### config.mk
export PLATFORM = sky130hd
export DESIGN_NAME = uart_pkt_parser
export DESIGN_NICKNAME = d
export VERILOG_FILES = /design/src/rtl/uart_pkt_parser.sv
export SDC_FILE = /design/constraint.sdc
export NUM_CORES = 1
export LEC_CHECK = 0
export ABC_AREA = 0
export BUFFER_PORTS_ARGS = -buffer_cell sky130_fd_sc_hd__buf_2
export CAP_MARGIN = 40
export CORE_MARGIN = 4
export CORE_UTILIZATION = 25
export DETAILED_ROUTE_END_ITERATION = 8
export SETUP_SLACK_MARGIN = 0.2
export SYNTH_ARGS = -nofsm -noshare
export SYNTH_HDL_FRONTEND = slang
export SYNTH_SLANG_ARGS = --single-unit
### constraint.sdc
create_clock -name clk -period 2.5 [get_ports clk]
set_input_delay 0 -clock clk [delete_from_list [all_inputs] [get_ports clk]]
set_output_delay 0 -clock clk [all_outputs]
set_load 0.05 [all_outputs]
### src/rtl/uart_pkt_parser.sv
// Packet framer behind the UART receiver: [SOF][CMD][LEN][PAYLOAD x LEN][CHK].
// Streams payload bytes, flags each packet ok/err, aborts on inter-byte silence.
module uart_pkt_parser #(
   parameter int                    DATA_WIDTH  = 8,
   parameter logic [DATA_WIDTH-1:0] SOF         = 'hAA,
   parameter int                    MAX_LEN     = 64,
   parameter int                    TIMEOUT_CYC = 100_000
) (
   input  logic                  clk,
   input  logic                  reset,
   input  logic [DATA_WIDTH-1:0] rx_data,
   input  logic                  rx_done,
   output logic [DATA_WIDTH-1:0] pl_data,
   output logic                  pl_valid,
   output logic [7:0]            pl_idx,
   output logic [DATA_WIDTH-1:0] pkt_cmd,
   output logic [7:0]            pkt_len,
   output logic                  pkt_ok,
   output logic                  pkt_err,
   output logic [1:0]            err_code,
   output logic                  busy
);

   localparam int TW = $clog2(TIMEOUT_CYC);
   localparam logic [TW-1:0] TO_LAST = TW'(TIMEOUT_CYC - 1);
   localparam logic [7:0] LEN_MAX = 8'(MAX_LEN);

   localparam logic [1:0] E_CHK = 2'b01;
   localparam logic [1:0] E_LEN = 2'b10;
   localparam logic [1:0] E_TO  = 2'b11;

   typedef enum logic [2:0] {
      S_IDLE,
      S_CMD,
      S_LEN,
      S_PAY,
      S_CHK
   } state_t;

   state_t                r_state;
   state_t                w_state_n;

   logic [DATA_WIDTH-1:0] r_sum;
   logic [DATA_WIDTH-1:0] w_sum_n;
   logic [7:0]            r_idx;
   logic [7:0]            w_idx_n;
   logic [TW-1:0]         r_tcnt;
   logic [TW-1:0]         w_tcnt_n;

   logic [DATA_WIDTH-1:0] r_pl_data;
   logic [DATA_WIDTH-1:0] w_pl_data_n;
   logic                  r_pl_valid;
   logic                  w_pl_valid_n;
   logic [7:0]            r_pl_idx;
   logic [7:0]            w_pl_idx_n;
   logic [DATA_WIDTH-1:0] r_cmd;
   logic [DATA_WIDTH-1:0] w_cmd_n;
   logic [7:0]            r_len;
   logic [7:0]            w_len_n;
   logic                  r_ok;
   logic                  w_ok_n;
   logic                  r_err;
   logic                  w_err_n;
   logic [1:0]            r_code;
   logic [1:0]            w_code_n;

   logic [7:0]            w_byte8;
   logic                  w_last;

   assign w_byte8 = 8'(rx_data);
   assign w_last  = (r_idx == (r_len - 8'd1));

   always_ff @(posedge clk or posedge reset) begin
      if (reset) begin
         r_state    <= S_IDLE;
         r_sum      <= '0;
         r_idx      <= '0;
         r_tcnt     <= '0;
         r_pl_data  <= '0;
         r_pl_valid <= 1'b0;
         r_pl_idx   <= '0;
         r_cmd      <= '0;
         r_len      <= '0;
         r_ok       <= 1'b0;
         r_err      <= 1'b0;
         r_code     <= '0;
      end else begin
         r_state    <= w_state_n;
         r_sum      <= w_sum_n;
         r_idx      <= w_idx_n;
         r_tcnt     <= w_tcnt_n;
         r_pl_data  <= w_pl_data_n;
         r_pl_valid <= w_pl_valid_n;
         r_pl_idx   <= w_pl_idx_n;
         r_cmd      <= w_cmd_n;
         r_len      <= w_len_n;
         r_ok       <= w_ok_n;
         r_err      <= w_err_n;
         r_code     <= w_code_n;
      end
   end

   always_comb begin
      w_state_n    = r_state;
      w_sum_n      = r_sum;
      w_idx_n      = r_idx;
      w_tcnt_n     = r_tcnt;
      w_pl_data_n  = r_pl_data;
      w_pl_valid_n = 1'b0;
      w_pl_idx_n   = r_pl_idx;
      w_cmd_n      = r_cmd;
      w_len_n      = r_len;
      w_ok_n       = 1'b0;
      w_err_n      = 1'b0;
      w_code_n     = r_code;

      // A byte arriving on the expiry cycle takes priority over the timeout.
      if (rx_done) begin
         w_tcnt_n = '0;
         unique case (r_state)
            S_IDLE: begin
               if (rx_data == SOF) begin
                  w_state_n = S_CMD;
               end
            end
            S_CMD: begin
               w_cmd_n   = rx_data;
               w_sum_n   = rx_data;
               w_state_n = S_LEN;
            end
            S_LEN: begin
               w_len_n = w_byte8;
               w_sum_n = r_sum + rx_data;
               w_idx_n = '0;
               if (w_byte8 > LEN_MAX) begin
                  w_err_n   = 1'b1;
                  w_code_n  = E_LEN;
                  w_state_n = S_IDLE;
               end else if (w_byte8 == 8'd0) begin
                  w_state_n = S_CHK;
               end else begin
                  w_state_n = S_PAY;
               end
            end
            S_PAY: begin
               w_pl_valid_n = 1'b1;
               w_pl_data_n  = rx_data;
               w_pl_idx_n   = r_idx;
               w_sum_n      = r_sum + rx_data;
               if (w_last) begin
                  w_state_n = S_CHK;
               end else begin
                  w_idx_n = r_idx + 8'd1;
               end
            end
            S_CHK: begin
               if (rx_data == r_sum) begin
                  w_ok_n = 1'b1;
               end else begin
                  w_err_n  = 1'b1;
                  w_code_n = E_CHK;
               end
               w_state_n = S_IDLE;
            end
            default: begin
               w_state_n = S_IDLE;
            end
         endcase
      end else if (r_state != S_IDLE) begin
         if (r_tcnt == TO_LAST) begin
            w_err_n   = 1'b1;
            w_code_n  = E_TO;
            w_state_n = S_IDLE;
         end else begin
            w_tcnt_n = r_tcnt + 1'b1;
         end
      end

      if (w_state_n == S_IDLE) begin
         w_tcnt_n = '0;
      end
   end

   assign pl_data  = r_pl_data;
   assign pl_valid = r_pl_valid;
   assign pl_idx   = r_pl_idx;
   assign pkt_cmd  = r_cmd;
   assign pkt_len  = r_len;
   assign pkt_ok   = r_ok;
   assign pkt_err  = r_err;
   assign err_code = r_code;
   assign busy     = (r_state != S_IDLE);

endmodule
Word-level counts from Yosys, hierarchy flattened
Cells that the tools add are included.

Add/subtract/negate cells: 4. Multipliers: 0. Div/mod/pow operators: 0. Order comparisons: 1. Equal/unequal tests: 13. Shift-type cells: 0. Mux-type cells: 32. Bitwise operators: 0. Reductions and logical operators: 17.

Operators with widths (count): $mux W17 (4); $pmux W8 S2 (2); $mux W3 (7); $add A17 B1 Y17 const B (1); $eq A17 B17 Y1 const B (1); $eq A8 B8 Y1 (2); $pmux W3 S4 (1); $mux W1 (10); $mux W2 (5); $reduce_and A2 Y1 (5); $add A8 B1 Y8 const B (1); $add A8 B8 Y8 (1); $eq A8 B8 Y1 const B (1); $gt A8 B7 Y1 const B (1); $logic_not A8 Y1 (1); $mux W8 (1); $reduce_bool A2 Y1 (4); $sub A8 B1 Y8 const B (1); $eq A3 B2 Y1 const B (2); $logic_not A3 Y1 (2); $ne A3 B3 Y1 const B (2); $reduce_bool A3 Y1 (2); $reduce_and A5 Y1 (1); $pmux W2 S2 (1); 8 further kinds (8).

Register bits: 73. Bits in latches: 0. RAM bits: 0. ROM bits: 0. Input port bits: 11. Output and inout port bits: 38. Word-level logic and storage cells: 79. Memories kept: 0.

Logic depth before layout (Yosys ltp)
Gate-level depths: netlist (run 1).

Depth after elaboration: 8. Gate-level depth with buffers: 10. Gate-level depth less buffers: 10.

Worst setup path before layout (run 1)
Ideal clock, no wire load.

Path kind: reg-to-reg. From: register r_len[0] (netlist: pkt_len[0]). To: register r_idx[7]. Library setup time: 0.121 ns. Arrival time: 2.517 ns. Required time: 2.379 ns. Slack: -0.138 ns. Stages on the path, launching flop included: 11. Buffers on the path: 1. Period minus slack after synthesis: 2.638 ns. Cells stage by stage: dfrtp_1 > inv_1 > ha_1 > buf_4 > xnor2_1 > nor4b_1 > a22oi_1 > a221oi_2 > a21oi_2 > a21bo_1 > a22o_1.

Cells in the longest elaborated chain, start to end: 4.

Ends and longest elaborated chain: from (decl) (RTL line 58) `logic [7:0] r_len;`; from (signal assigned) (RTL line 96) `r_len <= w_len_n;`; $sub A8 B1 Y8 (RTL line 71) `assign w_last = (r_idx == (r_len - 8'd1));`; $eq A8 B8 Y1 (RTL line 71); $ne A2 B2 Y1 (no line); $reduce_and A3 Y1 (no line); to (signal assigned) (RTL line 90) `r_idx <= w_idx_n;`; to (decl) (RTL line 45) `logic [7:0] r_idx;`.

No other way between the ends. A chain may end at the register's enable or synchronous reset.

Worst setup path after layout (run 1)
From: register r_len[0] (netlist: pkt_len[0]). To: register r_idx[2].

The elaborated chain is that of the path after synthesis.

==> out/results.ini, run 1 <==
[cts]
cts_tree=built
cts_made_buffers=9
clock_sink_count=73
clk_pin_slew_ps=60
clk_latency_ps=340
cts-root-buf=clkbuf_16
clockBufferDepth=2
htreeDepth=3

[global_route]
antenna_found_initial=0
track_usage_pct=11.86
grt_max_degree=45
grt_pass1_wl_mm=16.55
overflow=0
grt_pass1_vias=3116

[worst_setup_path]
startpoint_type=flip-flop
reg2regPathDepth=10
regToRegSetupSlack_ps=190
crit_fanout=6
endpoint_kind=flip-flop
reg2reg_to=r_idx[2]
criticalPathCategory=reg -> reg
cp_data_required_time_ps=2720
worstPathArrival_ps=2530
timing.rr.start=pkt_len[0]

[worst_hold_path]
whs_path_depth=3
whs_endpoint=pkt_len[1]
min-delay-start=rx_data[1]
min_path_type=in -> reg

[power]
irDropWorstVdd_mv=0.4629
p_leak_nw=2.259
cellPowerDensity_mw_per_mm2=929.4

[synth]
syn_nets=404
yosysSeqAreaShare_pct=47.01
ys_seq_elements=73
synth_area_per_cell_um2=10.17
synth_area_leaders=dfrtp_1 (47%), mux2_2 (7.2%), nor2_1 (4.3%)
synth_top_area_share_pct=47.01
yosysTopAreaCell=dfrtp_1
synthesis.area_mm2=0.003886
yosys.cell_types.count=62
synth_warnings=0
synth_edf_count=0
synth_flop_cell=dfrtp_1
async_reset_ff_share_pct=100.0
synthCells=382

[routing]
via_count=3114
routedWlPerCell_um=15.71
drt-initial-drc-count=180
drtPass1Iterations=4
vias_per_cell=4.850
drt_wl_total_mm=10.09
remaining_drc_errors=0
drt.antenna.violating_nets=0

[die]
die-area_mm2=0.01760
core_area_mm2=0.01520
die_h_um=132.7
start_util_pct=25.56
ios=49
die_x_um=132.7
row_count=45

[finish]
diodes=0
layout.cells.non_filler=642
drive_gt1_share_pct=30.18
mostFrequentLayoutCell=dfrtp_1
area_delta_synth_final_pct=26.14
nets=472
final_cell_mix=dfrtp_1 (70), buf_2 (48), nor2_1 (44), nand2_1 (36), mux2_2 (25)

[timing]
slew_violations=0
rsz0062_at_grt=yes
relSlewSlack_pct=51.51
finalCriticalPeriod_ps=2314
hold_viol_final=0
fin_skew_ps=8.817
fmax_ghz=0.4322
setup_tns_ps=0
worst_pin_slew_ps=726.3
min_period_over_period_pct=92.55
setup_viol=0

[outcome]
status=complete, no violations

[placed_design]
gp_congestion=0.8366
place_inst=616
portBuffers=48
dpl.hpwl_mm=7.202

[flow_run]
maxCapViolCount=0

[per-layer routing]
layer,vias to the layer above,routed length (µm),global-route usage [%]
li1,1484,-,-
met1,1541,4757,15.61
met2,72,4715,18.63
met3,17,416,3.612
met4,0,197,3.984
met5,-,0,0
[Yosys cell counts (all sizes together), types with 10 or more instances]
| master | n |
|---|---|
| dfrtp | 73 |
| nor2 | 46 |
| nand2 | 37 |
| mux2 | 25 |
| o21ai | 22 |
| inv | 17 |
| xor2 | 17 |
| a21oi | 16 |
| xnor2 | 12 |
| and3 | 10 |
| ha | 10 |
| nand3 | 10 |
[layout make-up]
cell class / instances / area (µm²)
clock buffer: 11 / 242.7
clock inverter: 4 / 28.78
fill: 1564 / 10300
inverter: 17 / 63.81
multi-input combinational: 281 / 2063
sequential: 73 / 1831
tap: 188 / 235.2
timing repair buffer: 68 / 437.9
[cells by family after synthesis]
kind of cell / synth area share, %
buffers and inverters: 3.187
AOI/OAI and AO/OA: 12.33
DFF: 47.01
muxes: 8.017
xor gates and xnor gates: 6.729
adders and majority gates: 3.735
and+or+nand+nor: 19.00
[what timing repair did]
item,CTS,global route
pin swaps,4,5
gates resized for setup,3,14
buffers inserted,3,4
hold buffers,4,0
setup endpoints to repair,19,23
hold endpoints to repair,33,0
[stage by stage]
stage	power, mW	utilization [%]	hold slack [ps]	setup WS, ps	instance area (µm²)
floorplan	2.759	-	116.7	79.22	3919
global placement	3.061	29.01	136.4	161.0	4410
detailed placement	3.115	29.01	158.9	102.1	4410
CTS	4.388	31.44	16.24	207.1	4780
global route	4.810	32.25	25.96	120.7	4902
finish	4.556	32.25	17.96	186.3	4902
[state kept, by name, summed over array words and instances, names as in the netlist]
register	cells
r_state	3
r_idx	8
pl_idx	8
err_code	2
pkt_ok	1
pl_data	8
pl_valid	1
pkt_len	8
r_tcnt	17
pkt_err	1
r_sum	8
pkt_cmd	8
[worst max-delay path: stages, from the launching register on]
cell	delay, ps
dfrtp_2	440
inv_2	90
ha_4	180
and2_1	150
nor3b_1	190
o21ai_1	120
a221oi_4	350
buf_12	160
nand2_2	60
a32o_1	250
a31o_1	200
[where the power goes]
group	total [mW]	switching [mW]	internal (mW)
Combinational	1.76	1.08	0.683
Sequential	1.60	0.228	1.37
Clock	1.19	0.497	0.695
[worst max path at each step]
stage | from | to | slack [ps] | cells after the start
floorplan | pkt_len[0] | r_idx[7] | 80 | 10
global placement | pkt_len[0] | r_idx[7] | 160 | 9
detailed placement | r_tcnt[0] | r_tcnt[10] | 100 | 8
CTS | pkt_len[0] | r_idx[2] | 210 | 9
global route | pkt_len[0] | r_idx[2] | 120 | 10
finish | pkt_len[0] | r_idx[2] | 190 | 10
Note: power is estimated with default switching activity, not from simulation.
==> inputs of run 2 (changes only) <==
- CORE_UTILIZATION: 25 -> 40
- CTS_BUF_LIST: not set -> sky130_fd_sc_hd__clkbuf_8
==> out/results.ini, run 2 (synthesized netlist as in run 1, its figures left out) <==
[timing]
finalCriticalPeriod_ps=2399
rsz0062_at_grt=yes
fmax_ghz=0.4168
hold_viol_final=0
fin_skew_ps=15.47
min_period_over_period_pct=95.96
worst_pin_slew_ps=640.4
setup_tns_ps=0
setup_viol=0
worst_slack_ps=101.0
relSlewSlack_pct=56.95
slew_violations=0

[finish]
nets=471
final_cell_mix=dfrtp_1 (71), buf_2 (48), nor2_1 (45), nand2_1 (36), mux2_2 (25)
regMostFlops=r_tcnt
diodes=0
area_delta_synth_final_pct=21.76
drive_gt1_share_pct=29.52
largest_register_ffs=17
mostFrequentLayoutCell=dfrtp_1

[placed_design]
gp_congestion=0.8058
portBuffers=48
post-place-ws_ps=162.1
dpl.hpwl_mm=6.503

[cts]
cts_made_buffers=9
cts-root-buf=clkbuf_8
clockBufferDepth=2
clock_sink_count=73
clk_latency_ps=360
clk_pin_slew_ps=80
cts_tree=built
htreeDepth=3

[worst_hold_path]
min-delay-start=rx_data[2]
min_path_type=in -> reg
whs_endpoint=pl_data[2]
whs_path_depth=2

[die]
die-area_mm2=0.01136
start_util_pct=41.66
die_h_um=106.6
core_area_mm2=0.009328
ios=49
die_x_um=106.6
row_count=35

[worst_setup_path]
endpoint_kind=flip-flop
startpoint_type=flip-flop
cp_data_required_time_ps=2740
worstPathArrival_ps=2640
crit_fanout=8
regToRegSetupSlack_ps=100
timing.rr.start=pkt_len[0]
cp_slowest_cell=a221oi_4
slowest_delay_ps=470
reg2regPathDepth=9
criticalPathCategory=reg -> reg
crit_chain=inv_2 > ha_4 > and2_1 > nor3b_2 > o21ai_2 > a221oi_4 > nand2_2 > a32o_1 > a31o_1
reg2reg_to=r_idx[2]

[routing]
routedWlPerCell_um=15.66
drt-initial-drc-count=118
via_count=3034
drtPass1Iterations=5
drt.antenna.violating_nets=0
drt_wl_total_mm=9.127
vias_per_cell=5.204
remaining_drc_errors=0

[power]
cellPowerDensity_mw_per_mm2=907.2
total_power_mw=4.293
p_leak_nw=2.227
irDropWorstVdd_mv=0.5321

[flow_run]
maxCapViolCount=0

[global_route]
antenna_found_initial=0
grt_max_degree=45
grt_pass1_vias=3034
grt_pass1_wl_mm=15.30
track_usage_pct=16.90
overflow=0

[outcome]
status=complete, no violations

run 2: how the worst max path moves through the flow:
stage | to | startpoint | slack [ps]
after CTS | r_idx[2] | pkt_len[0] | 200
final | r_idx[2] | pkt_len[0] | 100
after floorplan | r_idx[7] | pkt_len[0] | 80
after detailed placement | r_idx[2] | pkt_len[0] | 160
after global placement | r_idx[7] | pkt_len[0] | 250
after global routing | r_idx[2] | pkt_len[0] | -10
run 2: area by class of cell:
cell class                      count  area (µm²)
Clock inverter                      7       116.4
Fill cell                         853        4596
Multi-Input combinational cell    281        2029
Sequential cell                    73        1829
Tap cell                          129       161.4
Clock buffer                        9       123.9
Inverter                           17       63.81
Timing Repair Buffer               67       407.9
run 2: metrics by stage:
| step | area (µm²) | hold slack [ps] | util, % | instances |
|---|---|---|---|---|
| global route | 4732 | 22.11 | 50.73 | 583 |
| CTS | 4662 | 13.01 | 49.98 | 580 |
| floorplan | 3919 | 116.7 | - | 382 |
| detailed placement | 4352 | 131.6 | 46.65 | 559 |
| finish | 4732 | 21.38 | 50.73 | 583 |
| global placement | 4352 | 128.1 | 46.65 | 559 |
run 2: what timing repair did:
action                                 CTS  global route
pin swaps                                0             7
gates resized for setup                  2             9
endpoints found under the hold margin   35             0
setup endpoints to repair                3            25
hold buffers                             5             0
buffers inserted                         0             3
run 2: metal layers:
layer / part of all wire, % / GRT usage, % / wire length, µm / up-vias
met2: 49 / 27.43 / 4459 / 63
met5: 0 / 0 / 0 / -
met4: 0.78 / 5.753 / 71 / 0
li1: - / - / - / 1480
met3: 3.6 / 3.522 / 328 / 5
met1: 47 / 22.50 / 4268 / 1486
run 2: worst max-delay path, delay by kind of cell, from the launching register on:
kind                       cells  cell delay, ps
AOI/OAI and AO/OA              4            1030
and+or+nand+nor                3             530
DFF                            1             440
adders and majority gates      1             190
buffers and inverters          1              90
run 2: power by group:
part | total [mW] | internal [mW] | switching, mW
Clock | 1.13 | 0.665 | 0.469
Combinational | 1.59 | 0.575 | 1.02
Sequential | 1.57 | 1.37 | 0.198
Total | 4.29 | 2.61 | 1.68
